<file path="src/rtl/mac_core_if.sv">
// Streaming sample bus for mac_core: clock enable, qualified operand pair in,
// registered running sum and its update strobe out.
interface mac_core_if #(
    parameter int A_WIDTH   = 8,
    parameter int B_WIDTH   = 8,
    parameter int OUT_WIDTH = 18
);
    logic                        enable;
    logic                        valid_in;
    logic signed [A_WIDTH-1:0]   a;
    logic signed [B_WIDTH-1:0]   b;
    logic                        eof;
    logic signed [OUT_WIDTH-1:0] result;
    logic                        valid_out;

    modport master (
        output enable, valid_in, a, b, eof,
        input  result, valid_out
    );

    modport slave (
        input  enable, valid_in, a, b, eof,
        output result, valid_out
    );
endinterface

</file>
<file path="src/rtl/mac_core.sv">
// Three-stage signed multiply-accumulate (input, product, accumulator) under a
// global clock enable. Define MAC_SATURATE_EN to clamp instead of wrap on overflow.
module mac_core #(
    parameter int A_WIDTH   = 8,
    parameter int B_WIDTH   = 8,
    parameter int OUT_WIDTH = 18
) (
    input  logic      clk,
    input  logic      reset,
    mac_core_if.slave bus
);
    localparam int PW = A_WIDTH + B_WIDTH;

    logic signed [A_WIDTH-1:0]   s1_a;
    logic signed [B_WIDTH-1:0]   s1_b;
    logic                        s1_valid;
    logic                        s1_eof;
    logic signed [OUT_WIDTH-1:0] s2_prod;
    logic                        s2_valid;
    logic                        s2_eof;
    logic signed [OUT_WIDTH-1:0] acc;
    logic                        vout;
    logic                        start;

    logic signed [PW-1:0]        mult;
    logic signed [OUT_WIDTH-1:0] prod_ext;
    logic signed [OUT_WIDTH-1:0] sum_next;

    // Operands are widened before the multiply so the product is exact at PW bits.
    assign mult     = PW'(s1_a) * PW'(s1_b);
    assign prod_ext = OUT_WIDTH'(mult);

`ifdef MAC_SATURATE_EN
    localparam logic signed [OUT_WIDTH-1:0] SAT_MAX = {1'b0, {(OUT_WIDTH-1){1'b1}}};
    localparam logic signed [OUT_WIDTH-1:0] SAT_MIN = {1'b1, {(OUT_WIDTH-1){1'b0}}};
    logic signed [OUT_WIDTH:0] sum_wide;

    always_comb begin
        sum_wide = (OUT_WIDTH+1)'(acc) + (OUT_WIDTH+1)'(s2_prod);
        sum_next = sum_wide[OUT_WIDTH-1:0];
        if (sum_wide[OUT_WIDTH] != sum_wide[OUT_WIDTH-1])
            sum_next = sum_wide[OUT_WIDTH] ? SAT_MIN : SAT_MAX;
    end
`else
    always_comb begin
        sum_next = acc + s2_prod;
    end
`endif

    always_ff @(posedge clk) begin
        if (reset) begin
            s1_a     <= '0;
            s1_b     <= '0;
            s1_valid <= 1'b0;
            s1_eof   <= 1'b0;
            s2_prod  <= '0;
            s2_valid <= 1'b0;
            s2_eof   <= 1'b0;
            acc      <= '0;
            vout     <= 1'b0;
            start    <= 1'b1;
        end else if (bus.enable) begin
            s1_a     <= bus.a;
            s1_b     <= bus.b;
            s1_valid <= bus.valid_in;
            s1_eof   <= bus.eof;
            s2_prod  <= prod_ext;
            s2_valid <= s1_valid;
            s2_eof   <= s1_valid & s1_eof;
            vout     <= s2_valid;
            // The start flag lives at the accumulator so back-to-back frames need no gap.
            if (s2_valid) begin
                acc   <= start ? s2_prod : sum_next;
                start <= s2_eof;
            end
        end
    end

    assign bus.result    = acc;
    assign bus.valid_out = vout;
endmodule

</file>
<file path="src/flat_wrapper.sv">
// flat-port wrapper written by rule: the top's interface ports become plain ports
module mac_core_flat 
#(
    parameter int A_WIDTH   = 8,
    parameter int B_WIDTH   = 8,
    parameter int OUT_WIDTH = 18
)
  (clk, reset, bus_enable, bus_valid_in, bus_a, bus_b, bus_eof, bus_result, bus_valid_out);
  mac_core_if #(.A_WIDTH(A_WIDTH), .B_WIDTH(B_WIDTH), .OUT_WIDTH(OUT_WIDTH)) bus_i ();
  input  logic clk;
  input  logic reset;
  input wire logic [$bits(bus_i.enable)-1:0] bus_enable;
  input wire logic [$bits(bus_i.valid_in)-1:0] bus_valid_in;
  input wire logic [$bits(bus_i.a)-1:0] bus_a;
  input wire logic [$bits(bus_i.b)-1:0] bus_b;
  input wire logic [$bits(bus_i.eof)-1:0] bus_eof;
  output wire logic [$bits(bus_i.result)-1:0] bus_result;
  output wire logic [$bits(bus_i.valid_out)-1:0] bus_valid_out;
  assign bus_i.enable = bus_enable;
  assign bus_i.valid_in = bus_valid_in;
  assign bus_i.a = bus_a;
  assign bus_i.b = bus_b;
  assign bus_i.eof = bus_eof;
  assign bus_result = bus_i.result;
  assign bus_valid_out = bus_i.valid_out;
  mac_core #(.A_WIDTH(A_WIDTH), .B_WIDTH(B_WIDTH), .OUT_WIDTH(OUT_WIDTH)) u_core (.clk(clk), .reset(reset), .bus(bus_i));
endmodule
</file>
<file path="config.mk">
export PLATFORM = sky130hd
export DESIGN_NAME = mac_core_flat
export DESIGN_NICKNAME = d
export VERILOG_FILES = /design/src/rtl/mac_core_if.sv /design/src/rtl/mac_core.sv /design/src/flat_wrapper.sv
export SDC_FILE = /design/constraint.sdc
export NUM_CORES = 1
export LEC_CHECK = 0
export ABC_AREA = 1
export BUFFER_PORTS_ARGS = -buffer_cell sky130_fd_sc_hd__buf_2
export CORE_MARGIN = 2
export CORE_UTILIZATION = 25
export DETAILED_ROUTE_END_ITERATION = 16
export PLACE_DENSITY = 0.49
export SETUP_SLACK_MARGIN = 0.15
export SLEW_MARGIN = 40
export SYNTH_ARGS = -nofsm -noshare
export SYNTH_HDL_FRONTEND = slang
export SYNTH_SLANG_ARGS = --single-unit
</file>
<file path="constraint.sdc">
create_clock -name clk -period 11.3 [get_ports clk]
set_input_delay 0.565 -clock clk [delete_from_list [all_inputs] [get_ports clk]]
set_output_delay 0.565 -clock clk [all_outputs]
set_load 0.05 [all_outputs]
</file>
==> results_dict.tcl <==
set metrics [dict create \
    drv_slew 0 \
    synth-adder-area-share_pct 29.1 \
    syn_area_sq_um 5830 \
    final_nets 966 \
    p_per_area_nw_per_um2 98.1 \
    post_cts.repair.setup_buffers 0 \
    gr-usage-all-layers_pct 12.5 \
    tightestPinTransition_ns 0.740 \
    synth_common_cells "inv_1, nand2_1, nor2_1" \
    synth.most_common_cell "inv_1" \
    grt_antenna_before_repair 0 \
    synth_compound_area_share_pct 13.0 \
    diodes 0 \
    fin_worst_skew_ns 0.00635 \
    area_delta_synth_final_pct 11.1 \
    port_buffers 39 \
    grt-ovfl-total 0 \
    cts_hold_buf 0 \
    drc 0 \
    firstDrtPassIters 5 \
    finalHoldWorstSlack_ns 0.462 \
    finalSetupViolations 0 \
    syn-num-nets 949 \
    root_buffer "clkbuf_16" \
    synth_area_leaders "dfxtp_1, fa_1, inv_1, nand2_1, ha_1" \
    die_y_um 157 \
    grt_start_max_net_pins 33 \
    core_area_sq_um 22800 \
    hpwl_mm 11.3 \
    clkSinkCount 56 \
    max_freq_ghz 0.222 \
    finalCritPeriodShare_pct 39.8 \
    clk-insertion-delay-late_ns 0.30 \
    viasPerCell 4.28 \
    antenna_left 0 \
    ir_drop_mv 0.0540 \
    yosysWarnings 0 \
    ys_ff_latch 56 \
    start_util_pct 25.6 \
    drive_gt1_share_pct 9.83 \
    cts_buffers 5 \
    synthMuxAreaShare_pct 0 \
    finalCriticalPeriod_ns 4.50 \
    p_total_mw 0.635 \
    io_pins 40 \
    synth_top_family_by_area "adder cells" \
    synth_ff_type "dfxtp_1" \
    wl_mm 13.9 \
    rsz0062_at_grt "no" \
    startpoint_type "flip-flop" \
    clockBufferDepth 2 \
    synth_cell_type_count 40 \
    gp_congestion 0.876 \
    synth-xor-area-share_pct 2.40 \
    cp-end-kind "flip-flop" \
    drt_iter0_markers 188 \
    synth.top_cell.area_share_pct 19.2 \
    cts-resized-gates 0 \
    post_drt_wl_per_cell_um 12.0 \
    arrival_ns 4.75 \
    cp.required_ns 11.55 \
    tns_ns 0 \
    grt_pass1_vias 5252 \
    relSlewSlack_pct 50.6 \
    p_leak_nw 3.46 \
    dr_total_vias 4948 \
    cts_tree "done" \
    rows 55 \
    h-tree-depth 2 \
    post_synth_inst_count 826 \
    grt_pass1_wl_mm 25.1 \
    synth_edf_count 0 \
    die_w_um 157 \
    critPathKind "flip-flop to flip-flop" \
    synth_area_leader_cell "dfxtp_1" \
    async_flop_share_pct 0 \
    cp_max_fo 8 \
    path_clk_slew_ns 0.07 \
    drv_cap 0 \
    synth_simple_gate_area_share_pct 21.4 \
    synth.avg_cell_area_sq_um 7.06 \
    hold_path.class "flip-flop to flip-flop" \
    synth.yosys.seq_area_share_pct 19.2 \
    status "completed" \
    dieArea_sq_um 24600 \
    final-hold-violation-count 0 \
]
cells by family (layout without fill, tap and decap cells):
| group | count (synthesis) | after routing |
|---|---|---|
| XOR/XNOR | 16 | 16 |
| AO/OA/AOI/OAI | 137 | 137 |
| buffers and inverters | 223 | 241 |
| flip-flops | 56 | 56 |
| AND/OR/NAND/NOR | 292 | 292 |
| adder cells (fa/ha/maj) | 102 | 102 |
flip-flops by register name (all words and copies together) (netlist names):
| name | flops |
|---|---|
| u_core.s1_valid | 1 |
| u_core.s1_b | 8 |
| u_core.s2_eof | 1 |
| u_core.start | 1 |
| u_core.bus.valid_out | 1 |
| u_core.bus.result | 18 |
| u_core.s2_prod | 16 |
| u_core.s1_eof | 1 |
| u_core.s2_valid | 1 |
| u_core.s1_a | 8 |
layout make-up:
class,instances,area (sq um)
fill,2547,16300
multi-input combinational,547,3840
sequential,56,1120
inverter,190,713
tap,313,392
timing repair buffer,43,225
clock buffer,7,153
clock inverter,1,30.0
report_power, final:
group / internal, mW / total, mW / switching [mW]
sequential: 0.210 / 0.229 / 0.0191
clock: 0.117 / 0.194 / 0.0769
combinational: 0.0777 / 0.212 / 0.134
total: 0.405 / 0.635 / 0.230
stage by stage:
stage,utilization (%),cell area (sq um),setup WS (ns),cells
2_1_floorplan,-,5830,7.12,826
3_3_place_gp,27.6,6290,6.87,1149
3_5_place_dp,27.6,6290,6.82,1149
4_1_cts,28.4,6470,6.78,1157
5_1_grt,28.4,6470,6.49,1157
6_report,28.4,6470,6.80,1157
placed cells by master (no fill, tap or decap), types with 4 or more instances in the layout:
cell type and instances:
clkbuf_16 5, o21ai_0 51, nand2_2 9, xor2_1 10, fa_1 56, a21oi_1 58
nand3_1 31, nor3_1 6, buf_4 4, o211ai_1 5, dfxtp_1 56, xnor2_1 6
nand2_1 154, o21ai_1 6, nor2_1 73, nand3_2 6, a21oi_2 8, buf_2 39
nand4_1 4, inv_1 187, ha_1 46
worst paths after layout:
kind	startpoint	endpoint	slack (ns)	cells after the start
setup / recovery	u_core.s1_b[7]$_SDFFE_PP0P_	u_core.s2_prod[11]$_SDFFE_PP0P_	6.80	17
hold / removal	u_core.s2_valid$_SDFFE_PP0P_	u_core.s2_valid$_SDFFE_PP0P_	0.46	2
setup reg to reg	u_core.s1_b[7]$_SDFFE_PP0P_	u_core.s2_prod[11]$_SDFFE_PP0P_	6.80	17
hold reg to reg	u_core.s2_valid$_SDFFE_PP0P_	u_core.s2_valid$_SDFFE_PP0P_	0.46	2
critical path, cell delays in order (launching register included):
cell and delay [ns]:
dfxtp_1 0.41, inv_1 0.16, or2_2 0.32, fa_1 0.51
fa_1 0.54, inv_1 0.05, fa_1 0.53, inv_1 0.06
fa_1 0.53, inv_1 0.04, ha_1 0.34, nand2_1 0.13
o21ai_1 0.19, nor2_1 0.09, o21ai_1 0.16, xor2_1 0.24
o21ai_1 0.08, inv_1 0.06
metal layers:
| layer | GRT usage (%) | vias up | part of all wire, % | routed length, um |
|---|---|---|---|---|
| met2 | 23.1 | 67 | 49 | 6850 |
| li1 | - | 2545 | - | - |
| met4 | 3.19 | 0 | 1.6 | 227 |
| met3 | 1.05 | 15 | 2.4 | 329 |
| met1 | 15.6 | 2321 | 47 | 6460 |
| met5 | 0 | - | 0 | 0 |
(Power assumes the default switching activity.)
